[config.mk]
export PLATFORM = sky130hd
export DESIGN_NAME = keypad_scanner_flat
export DESIGN_NICKNAME = d
export VERILOG_FILES = /design/src/rtl/keypad_pkg.sv /design/src/rtl/keypad_scanner_if.sv /design/src/rtl/keypad_debounce.sv /design/src/rtl/keypad_scanner.sv /design/src/flat_wrapper.sv
export SDC_FILE = /design/constraint.sdc
export NUM_CORES = 1
export LEC_CHECK = 0
export ABC_AREA = 1
export CAP_MARGIN = 10
export CORE_MARGIN = 4
export CORE_UTILIZATION = 50
export CTS_CLUSTER_DIAMETER = 40
export DETAILED_ROUTE_END_ITERATION = 12
export PLACE_DENSITY = 0.7
export SLEW_MARGIN = 30
export SYNTH_ARGS = -nofsm -noshare
export SYNTH_HDL_FRONTEND = slang
export SYNTH_HIERARCHICAL = 1
export SYNTH_SLANG_ARGS = --single-unit
[constraint.sdc]
create_clock -name clk -period 1.9 [get_ports clk]
set_input_delay 0.38 -clock clk [delete_from_list [all_inputs] [get_ports clk]]
set_output_delay 0.38 -clock clk [all_outputs]
set_load 0.05 [all_outputs]
[src/rtl/keypad_pkg.sv]
// rtl/keypad_pkg.sv - shared types and helpers for the 4x4 keypad scanner
package keypad_pkg;

    localparam int NUM_ROWS = 4;
    localparam int NUM_COLS = 4;
    localparam int NUM_KEYS = NUM_ROWS * NUM_COLS;

    typedef logic [NUM_KEYS-1:0] key_vec_t;

    typedef enum logic [1:0] {
        COL0 = 2'd0,
        COL1 = 2'd1,
        COL2 = 2'd2,
        COL3 = 2'd3
    } col_state_t;

    function automatic logic [3:0] key_index(input logic [1:0] row, input logic [1:0] col);
        return {col, row};
    endfunction

    // Active-low one-cold drive pattern for a column state
    function automatic logic [NUM_COLS-1:0] col_drive(input col_state_t s);
        return ~(NUM_COLS'(1) << s);
    endfunction

endpackage

[src/rtl/keypad_scanner_if.sv]
// rtl/keypad_scanner_if.sv - keypad matrix pins and committed key outputs
interface keypad_scanner_if;
    import keypad_pkg::*;

    logic [NUM_ROWS-1:0] row_in;
    logic [NUM_COLS-1:0] col_out;
    key_vec_t            onehot;
    logic                key_valid;
    logic                key_pulse;

    modport master (
        input  row_in,
        output col_out,
        output onehot,
        output key_valid,
        output key_pulse
    );

    modport slave (
        output row_in,
        input  col_out,
        input  onehot,
        input  key_valid,
        input  key_pulse
    );

endinterface

[src/rtl/keypad_debounce.sv]
// rtl/keypad_debounce.sv - scan-level debounce and one-hot commit of keypad snapshots
// Optional auto-repeat pulses when KEYPAD_REPEAT_EN is defined.
module keypad_debounce
    import keypad_pkg::*;
#(
    parameter int DEBOUNCE_SCANS = 3,
    parameter int REPEAT_SCANS   = 32
) (
    input  logic     clk,
    input  logic     rst_n,
    input  key_vec_t snap_i,
    input  logic     scan_done_i,
    output key_vec_t onehot_o,
    output logic     key_valid_o,
    output logic     key_pulse_o
);

    localparam int CNT_W = $clog2(DEBOUNCE_SCANS + 1);

    if (DEBOUNCE_SCANS < 1) begin : g_bad_debounce
        $error("DEBOUNCE_SCANS must be at least 1");
    end
    if (REPEAT_SCANS < 1) begin : g_bad_repeat
        $error("REPEAT_SCANS must be at least 1");
    end

    key_vec_t         prev_snap_q;
    key_vec_t         onehot_q;
    logic [CNT_W-1:0] stable_cnt_q;
    logic             key_valid_q;
    logic             key_pulse_q;

    logic same;
    logic saturated;
    logic commit;
    logic is_zero;
    logic is_single;
    logic rep_fire;

    assign same      = (snap_i == prev_snap_q);
    assign saturated = (stable_cnt_q == CNT_W'(DEBOUNCE_SCANS));
    // Commit only on the step that reaches saturation: once per stable pattern
    assign commit    = scan_done_i && same && (stable_cnt_q == CNT_W'(DEBOUNCE_SCANS - 1));
    assign is_zero   = (snap_i == '0);
    assign is_single = !is_zero && ((snap_i & (snap_i - key_vec_t'(1))) == '0);

`ifdef KEYPAD_REPEAT_EN
    localparam int REP_W = $clog2(REPEAT_SCANS + 1);

    logic [REP_W-1:0] rep_cnt_q;
    logic             rep_tick;

    assign rep_tick = scan_done_i && same && saturated && key_valid_q && (prev_snap_q == onehot_q);
    assign rep_fire = rep_tick && (rep_cnt_q == REP_W'(REPEAT_SCANS - 1));

    always_ff @(posedge clk or negedge rst_n) begin
        if (!rst_n) begin
            rep_cnt_q <= '0;
        end else if (scan_done_i && (!same || commit || !key_valid_q)) begin
            rep_cnt_q <= '0;
        end else if (rep_fire) begin
            rep_cnt_q <= '0;
        end else if (rep_tick) begin
            rep_cnt_q <= rep_cnt_q + REP_W'(1);
        end
    end
`else
    assign rep_fire = 1'b0;
`endif

    always_ff @(posedge clk or negedge rst_n) begin
        if (!rst_n) begin
            prev_snap_q  <= '0;
            onehot_q     <= '0;
            stable_cnt_q <= '0;
            key_valid_q  <= 1'b0;
            key_pulse_q  <= 1'b0;
        end else begin
            key_pulse_q <= rep_fire;
            if (scan_done_i) begin
                if (!same) begin
                    prev_snap_q  <= snap_i;
                    stable_cnt_q <= '0;
                end else if (!saturated) begin
                    stable_cnt_q <= stable_cnt_q + CNT_W'(1);
                end
                // Two or more keys (ghosting / multi-press) keep the previous commit
                if (commit) begin
                    if (is_single) begin
                        onehot_q    <= snap_i;
                        key_valid_q <= 1'b1;
                        key_pulse_q <= (snap_i != onehot_q) || !key_valid_q;
                    end else if (is_zero) begin
                        onehot_q    <= '0;
                        key_valid_q <= 1'b0;
                    end
                end
            end
        end
    end

    assign onehot_o    = onehot_q;
    assign key_valid_o = key_valid_q;
    assign key_pulse_o = key_pulse_q;

endmodule

[src/rtl/keypad_scanner.sv]
// rtl/keypad_scanner.sv - 4x4 matrix keypad column scanner with debounced one-hot output
// Auto-repeat pulses are built only when KEYPAD_REPEAT_EN is defined.
module keypad_scanner
    import keypad_pkg::*;
#(
    parameter int SCAN_DIV       = 50000,
    parameter int DEBOUNCE_SCANS = 3,
    parameter int REPEAT_SCANS   = 32
) (
    input  logic             clk,
    input  logic             rst_n,
    keypad_scanner_if.master kp
);

    localparam int DIV_W = $clog2(SCAN_DIV);

    if (SCAN_DIV < 4) begin : g_bad_div
        $error("SCAN_DIV must be at least 4");
    end

    logic [NUM_ROWS-1:0] sync1_q;
    logic [NUM_ROWS-1:0] sync2_q;
    logic [DIV_W-1:0]    div_cnt_q;
    col_state_t          col_q;
    col_state_t          col_next;
    logic [NUM_COLS-1:0] col_out_q;
    key_vec_t            snap_q;
    key_vec_t            snap_d;
    logic                scan_done_q;
    logic                col_end;

    assign col_end  = (div_cnt_q == DIV_W'(SCAN_DIV - 1));
    assign col_next = col_state_t'(col_q + 2'd1);

    // Rows are active-low, so a pressed key reads as a set snapshot bit
    always_comb begin
        snap_d = snap_q;
        for (int r = 0; r < NUM_ROWS; r++) begin
            snap_d[key_index(2'(r), col_q)] = ~sync2_q[r];
        end
    end

    always_ff @(posedge clk or negedge rst_n) begin
        if (!rst_n) begin
            sync1_q     <= '1;
            sync2_q     <= '1;
            div_cnt_q   <= '0;
            col_q       <= COL0;
            col_out_q   <= col_drive(COL0);
            snap_q      <= '0;
            scan_done_q <= 1'b0;
        end else begin
            sync1_q     <= kp.row_in;
            sync2_q     <= sync1_q;
            scan_done_q <= col_end && (col_q == COL3);
            if (col_end) begin
                div_cnt_q <= '0;
                col_q     <= col_next;
                col_out_q <= col_drive(col_next);
                snap_q    <= snap_d;
            end else begin
                div_cnt_q <= div_cnt_q + DIV_W'(1);
            end
        end
    end

    keypad_debounce #(
        .DEBOUNCE_SCANS(DEBOUNCE_SCANS),
        .REPEAT_SCANS  (REPEAT_SCANS)
    ) u_debounce (
        .clk        (clk),
        .rst_n      (rst_n),
        .snap_i     (snap_q),
        .scan_done_i(scan_done_q),
        .onehot_o   (kp.onehot),
        .key_valid_o(kp.key_valid),
        .key_pulse_o(kp.key_pulse)
    );

    assign kp.col_out = col_out_q;

endmodule

[src/flat_wrapper.sv]
// flat-port wrapper written by rule: the top's interface ports become plain ports
module keypad_scanner_flat import keypad_pkg::*;
#(
    parameter int SCAN_DIV       = 50000,
    parameter int DEBOUNCE_SCANS = 3,
    parameter int REPEAT_SCANS   = 32
)
  (clk, rst_n, kp_row_in, kp_col_out, kp_onehot, kp_key_valid, kp_key_pulse);
  keypad_scanner_if kp_i ();
  input  logic clk;
  input  logic rst_n;
  input wire logic [$bits(kp_i.row_in)-1:0] kp_row_in;
  output wire logic [$bits(kp_i.col_out)-1:0] kp_col_out;
  output wire logic [$bits(kp_i.onehot)-1:0] kp_onehot;
  output wire logic [$bits(kp_i.key_valid)-1:0] kp_key_valid;
  output wire logic [$bits(kp_i.key_pulse)-1:0] kp_key_pulse;
  assign kp_i.row_in = kp_row_in;
  assign kp_col_out = kp_i.col_out;
  assign kp_onehot = kp_i.onehot;
  assign kp_key_valid = kp_i.key_valid;
  assign kp_key_pulse = kp_i.key_pulse;
  keypad_scanner #(.SCAN_DIV(SCAN_DIV), .DEBOUNCE_SCANS(DEBOUNCE_SCANS), .REPEAT_SCANS(REPEAT_SCANS)) u_core (.clk(clk), .rst_n(rst_n), .kp(kp_i));
endmodule
# ---- After elaboration in Yosys (flattened, before gate mapping)
# Cells that the tools add are included.
dict set report word_totals {
  regBits 83
  input_bits 6
  out_inout_bits 22
  elab_cells 78
}
dict set report op_classes {
  n_eq_ne 7
  n_addsub 4
  reduce_logical 17
  bitwise_logic 7
  n_shift 1
  magnitude_cmp 8
  muxes 22
}
# operator count
set ops {}
lappend ops {{bitwise mux 16 bit} 4}
lappend ops {{two-way mux 16 bit} 3}
lappend ops {{zero test 16 bit} 2}
lappend ops {{less-than comparator 4 x 5 -> 1 bit, second input constant} 4}
lappend ops {{adder 16 x 1 -> 16 bit, second input constant} 1}
lappend ops {{AND 16 bit} 1}
lappend ops {{equality test 16 bit} 1}
lappend ops {{equality test 16 bit, second input constant} 1}
lappend ops {{greater-or-equal comparator 4 x 1 -> 1 bit, second input constant} 4}
lappend ops {{!= test 16 bit} 1}
lappend ops {{subtractor 16 x 1 -> 16 bit, second input constant} 1}
lappend ops {{two-way mux 1 bit} 9}
lappend ops {{demux 1 bit (select 2 bit)} 4}
lappend ops {{logical AND 1 bit} 8}
lappend ops {{equality test 2 bit, second input constant} 3}
lappend ops {{inverter 1 bit} 5}
lappend ops {{adder 2 x 1 -> 2 bit, second input constant} 2}
lappend ops {{two-way mux 2 bit} 2}
lappend ops {{inverter 4 bit} 1}
lappend ops {{AND reduction 2 bit} 2}
lappend ops {{left shift 1 x 2 -> 4 bit, first input constant} 1}
lappend ops {{AND reduction 3 bit} 1}
lappend ops {{zero test 1 bit} 2}
lappend ops {{!= test 2 bit, second input constant} 1}
lappend ops {{2 further kinds} 2}

# ---- Logic depth before layout (Yosys ltp)
dict set report logic_depth {
  ltp_word 8
  depth_mapped 14
}

# ---- By module
# The synthesis kept the hierarchy.
# module area_each_um2 cells_per_inst seq_area_each_um2 n_inst
set by_module_without_submodules {}
lappend by_module_without_submodules {keypad_debounce 2249.7 330 900.9 1}
lappend by_module_without_submodules {keypad_scanner 2189.6 246 1189.9 1}

# ---- Least setup slack after synthesis
# Ideal clock, no wire load.
dict set report synth_path {
  path_kind {reg2reg}
  startpoint {reg u_core.snap_q[3]}
  endpoint {reg u_core.u_debounce.onehot_q[10] (netlist: u_core/u_debounce/onehot_o[10])}
  t_required_ns 1.780
  setup_slack_ns 0.165
  path_buffers 2
  path_stages_with_launch 15
  arrival_ns 1.616
  cell_sequence {dfrtp_1 buf_4 nor2_2 nand2_1 nor2_2 nand2_1 nand2_1 nand2_1 nor2_2 nand2_2 nor2_8 nand2_4 buf_6 nand2_1 nand2_1}
}
dict set report synth_between {
  elab_chain_len 6
}
# item line_no
set synth_lines {}
lappend synth_lines {{start: declaration} keypad_scanner.sv:27} ;# key_vec_t snap_q;
lappend synth_lines {{start signal: assignment} keypad_scanner.sv:60} ;# snap_q <= snap_d;
lappend synth_lines {{subtractor 16 x 1 -> 16 bit} keypad_debounce.sv:45} ;# assign is_single = !is_zero && ((snap_i & (snap_i - key_vec_t'(1))) == '0);
lappend synth_lines {{AND 16 bit} keypad_debounce.sv:45}
lappend synth_lines {{zero test 16 bit} keypad_debounce.sv:45}
lappend synth_lines {{logical AND 1 bit} keypad_debounce.sv:45}
lappend synth_lines {{nonzero test 2 bit (no line)} -}
lappend synth_lines {{AND reduction 3 bit (no line)} -}
lappend synth_lines {{end signal: assignment} keypad_debounce.sv:90} ;# onehot_q <= snap_i;
lappend synth_lines {{end: declaration} keypad_debounce.sv:28} ;# key_vec_t onehot_q;
# Several ways; a longest one is shown, not always the timed one.
# A chain may end at the register's enable or synchronous reset.

# ---- Final worst setup path
dict set report layout_path {
  startpoint {reg u_core.snap_q[0]}
  endpoint {reg u_core.u_debounce.onehot_q[6] (netlist: u_core/u_debounce/onehot_o[6])}
}
# The elaborated chain is that of the path after synthesis.

==> impl_summary.log <==
[metrics] cell types occupying the most area after synthesis: dfrtp_1 (41%), nand2_1 (18%), dfstp_2 (6.5%)
[metrics] type of the setup path with the least slack: register to register
[metrics] number of CTS-inserted buffers: 9
[metrics] count of input and output buffers: 27
[metrics] register area: 2110 µm²
[metrics] DR vias: 3,761
[metrics] area share of the leading cell type in the synthesized netlist: 40.6%
[metrics] Hold/Removal Path Class: register to register
[metrics] remaining antenna violation count: 0
[metrics] clock power share: 41.8%
[metrics] Switch Pwr: 734 µW
[metrics] die outline area: 10,500 µm²
[metrics] Final Worst Setup Slack: 0.112 ns
[metrics] Avg Inst Size Synth: 7.71 µm²
[metrics] Area growth, synth to finish: 19.2%
[metrics] final layout net count: 645
[metrics] Synth async-reset ratio: 100%
[metrics] pre-CTS WS: 0.0559 ns
[metrics] top_reg_cell synth: dfrtp_1
[metrics] CP Data Arrival Time: 2.07 ns
[metrics] run status: finished, final reports clean
[metrics] proportion of layout cells with a drive suffix above 1: 22.3%
[metrics] upper clock frequency limit: 559 MHz
[metrics] number of register bits inferred by synthesis: 83
[metrics] Initial Utilization: 51.2%
[metrics] CP required: 2.18 ns
[metrics] pwr dens: 597 nW/µm²
[metrics] multi-input combinational cell area: 2030 µm²
[metrics] setup-violating endpoint count in the final report: 0
[metrics] cell area after layout: 5290 µm²
[metrics] Yosys Warn Count: 6
[metrics] Reg-to-Reg Start: u_core/snap_q[0]
[metrics] top cells by count, synth: nand2_1 (210), dfrtp_1 (72), nor2_1 (57)
[metrics] number of diodes added for antenna fixing: 0
[metrics] Root Driver: clkbuf_8
[metrics] endpoints failing hold: 0
[metrics] crit path time final: 1.79 ns
[metrics] max_slew headroom: 66.2%
[metrics] CTS max path bufs: 2
[metrics] post-synthesis cell count: 576
[metrics] cell row count: 34
[metrics] highest fanout seen on the critical path: 8
[metrics] combinational fraction of design power: 1.8%
[metrics] Routed wire per std cell: 13.5 µm
[metrics] CTS H-Tree Depth: 3
[metrics] mapped cell area: 4440 µm²
[metrics] number of remaining DRC errors: 0
[metrics] placed wire-length estimate: 7290 µm
[metrics] share of total power in sequential cells: 56.4%
[metrics] largest vdd supply drop: 0.458 mV
[metrics] number of distinct standard cells referenced by the synthesized netlist: 33
[metrics] pin count of the biggest net entering global routing: 54
[metrics] Worst setup SP type: register
[metrics] crit path from: u_core/snap_q[0]
[metrics] max-cap violation count: 0
[metrics] vias in the first global route: 3,496
[metrics] Net Sw Frac: 23.2%
[metrics] most common cell in the netlist: nand2_1
[metrics] Setup Total Neg Slack: 0 ns
[metrics] depth of the worst hold-timing path: 0
[metrics] overall die width: 102 µm
[metrics] global-route usage over all layers: 20.2%
[metrics] share of the clock period used by the worst path: 94.1%
[metrics] Final GP Congestion: 0.909
[metrics] Overall Power: 3160 µW
[metrics] wire length after detailed routing: 10,000 µm
[metrics] min-delay src: u_core/sync1_q[1]
[metrics] standard cell area after detailed placement: 4850 µm²
[metrics] internal power of the cells: 2430 µW
[metrics] y dimension of the die: 102 µm
[metrics] number of enable-type register cells in the synthesized netlist: 0
[metrics] fin. max-slew vios: 0
[metrics] part of the Yosys area used for sequential elements: 47.1%
[metrics] setup skew after layout: 0.0125 ns
[metrics] Clock Sink Count: 83
[metrics] standard cell core area: 8680 µm²
[metrics] CTS tree: built
[metrics] cell type contributing the most total cell area after synthesis: dfrtp_1
[metrics] worst-skew pair later-pin latency: 0.35 ns
[metrics] Synth Net Count: 589
[metrics] static power due to leakage: 0.00286 µW
[metrics] Worst Reg2Reg Path Length in Cells: 12
[metrics] wire length of the first global-routing pass: 16,600 µm
[metrics] fill cell total of the finished layout: 775
[metrics] DR vias/cell: 5.05
[metrics] setup repair after global routing missed its margin: true
[metrics] Initial DRC Count: 134
[metrics] clock-pin slew on the worst setup and hold paths: 0.10 ns
[metrics] global route total overflow: 0
[metrics] slew of the pin with the lowest slew margin: 0.506 ns
[metrics] number of detailed-route iterations in the first pass: 4
[metrics] number of top-level pins: 28
[metrics] initial antenna violation count: 0
[metrics] nature of the critical path endpoint: register
-- logic make-up after synthesis --
group	after synthesis	share of synthesized area (%)
AND/OR/NAND/NOR	350	35.2
XOR/XNOR	15	2.96
buffers and inverters	85	8.26
flip-flops	83	47.1
AO/OA/AOI/OAI	36	4.51
adder cells (fa/ha/maj)	7	1.97
-- cell usage in the layout (no fill, tap or decap), types with 5 or more instances in the layout --
master and n:
nand2_1 207, dfrtp_1 58, inv_1 54, nor2_1 52, buf_4 50, nand3_1 35
o21ai_0 21, nand4_1 20, dfrtp_2 14, inv_2 13, xor2_1 12, dfstp_2 11
clkbuf_8 9, nor2_2 8, nand2_2 7, nor2_4 7, ha_1 7, buf_12 5
-- power by group through the flow --
stage / Clock [µW] / Combinational, µW / Sequential, µW
detailed placement: 0 / 59.5 / 1820
floorplan: 0 / 3.95 / 1820
global route: 1440 / 67.1 / 1780
global placement: 0 / 57.9 / 1820
finish: 1320 / 58.0 / 1780
CTS: 1360 / 61.1 / 1780
-- cell type report --
class	instances	area share (%)
clock inverter	7	1.58
sequential	83	39.8
multi-input combinational	408	38.4
timing repair buffer	63	10.5
clock buffer	9	2.34
tap	108	2.55
inverter	67	4.75
-- final timing paths --
check                                                      to  slack (ns)
worst max-delay path            u_core/u_debounce/onehot_o[6]        0.11
worst min-delay path                        u_core/sync2_q[1]        0.36
worst max register to register  u_core/u_debounce/onehot_o[6]        0.11
worst min register to register              u_core/sync2_q[1]        0.36
max in group asynchronous                   u_core/sync2_q[3]        0.94
min in group asynchronous       u_core/u_debounce/onehot_o[0]        0.40
-- routing by layer --
metal | up-vias | wire length, µm | global-route usage, %
li1 | 1915 | - | -
met1 | 1759 | 4610 | 27.6
met2 | 75 | 4870 | 33.6
met3 | 12 | 407 | 2.73
met4 | 0 | 150 | 6.16
met5 | - | 0 | 0
-- sequential cells by signal, indices dropped and copies added, names as in the netlist --
| name | count |
|---|---|
| u_core/snap_q | 16 |
| u_core/u_debounce/key_valid_o | 1 |
| u_core/col_q | 2 |
| u_core/u_debounce/stable_cnt_q | 2 |
| u_core/div_cnt_q | 16 |
| u_core/u_debounce/onehot_o | 16 |
| u_core/kp.col_out | 4 |
| u_core/u_debounce/prev_snap_q | 16 |
| u_core/u_debounce/key_pulse_o | 1 |
| u_core/scan_done_q | 1 |
| u_core/sync1_q | 4 |
| u_core/sync2_q | 4 |
-- critical path, stage by stage (launching register included) --
cell and delay, ns:
dfrtp_2 0.46, nor2_4 0.18, nand2_4 0.09, nor2_4 0.14, nand2_2 0.07, nand2_1 0.05, nand2_1 0.06, nor2_2 0.09
nand2_2 0.09, nor2_8 0.18, buf_6 0.15, nand3_1 0.08, nand2_1 0.08
-- stage by stage --
stage | hold WS [ns] | utilization (%) | std cells
4_1_cts | 0.361 | 58.4 | 727
2_1_floorplan | 0.0844 | - | 576
6_report | 0.361 | 61.0 | 745
3_5_place_dp | 0.226 | 55.9 | 710
3_3_place_gp | 0.224 | 55.9 | 710
5_1_grt | 0.363 | 61.0 | 745
-- what timing repair did --
action | 4_1_cts | 5_1_grt
cloned | 0 | 0
hold buffers | 1 | 0
gates resized for setup | 1 | 32
setup endpoints to repair | 1 | 29
hold endpoints to repair | 9 | 0
setup buffers | 0 | 18
pin swaps | 0 | 2
Power figures use the tool's default switching activity.
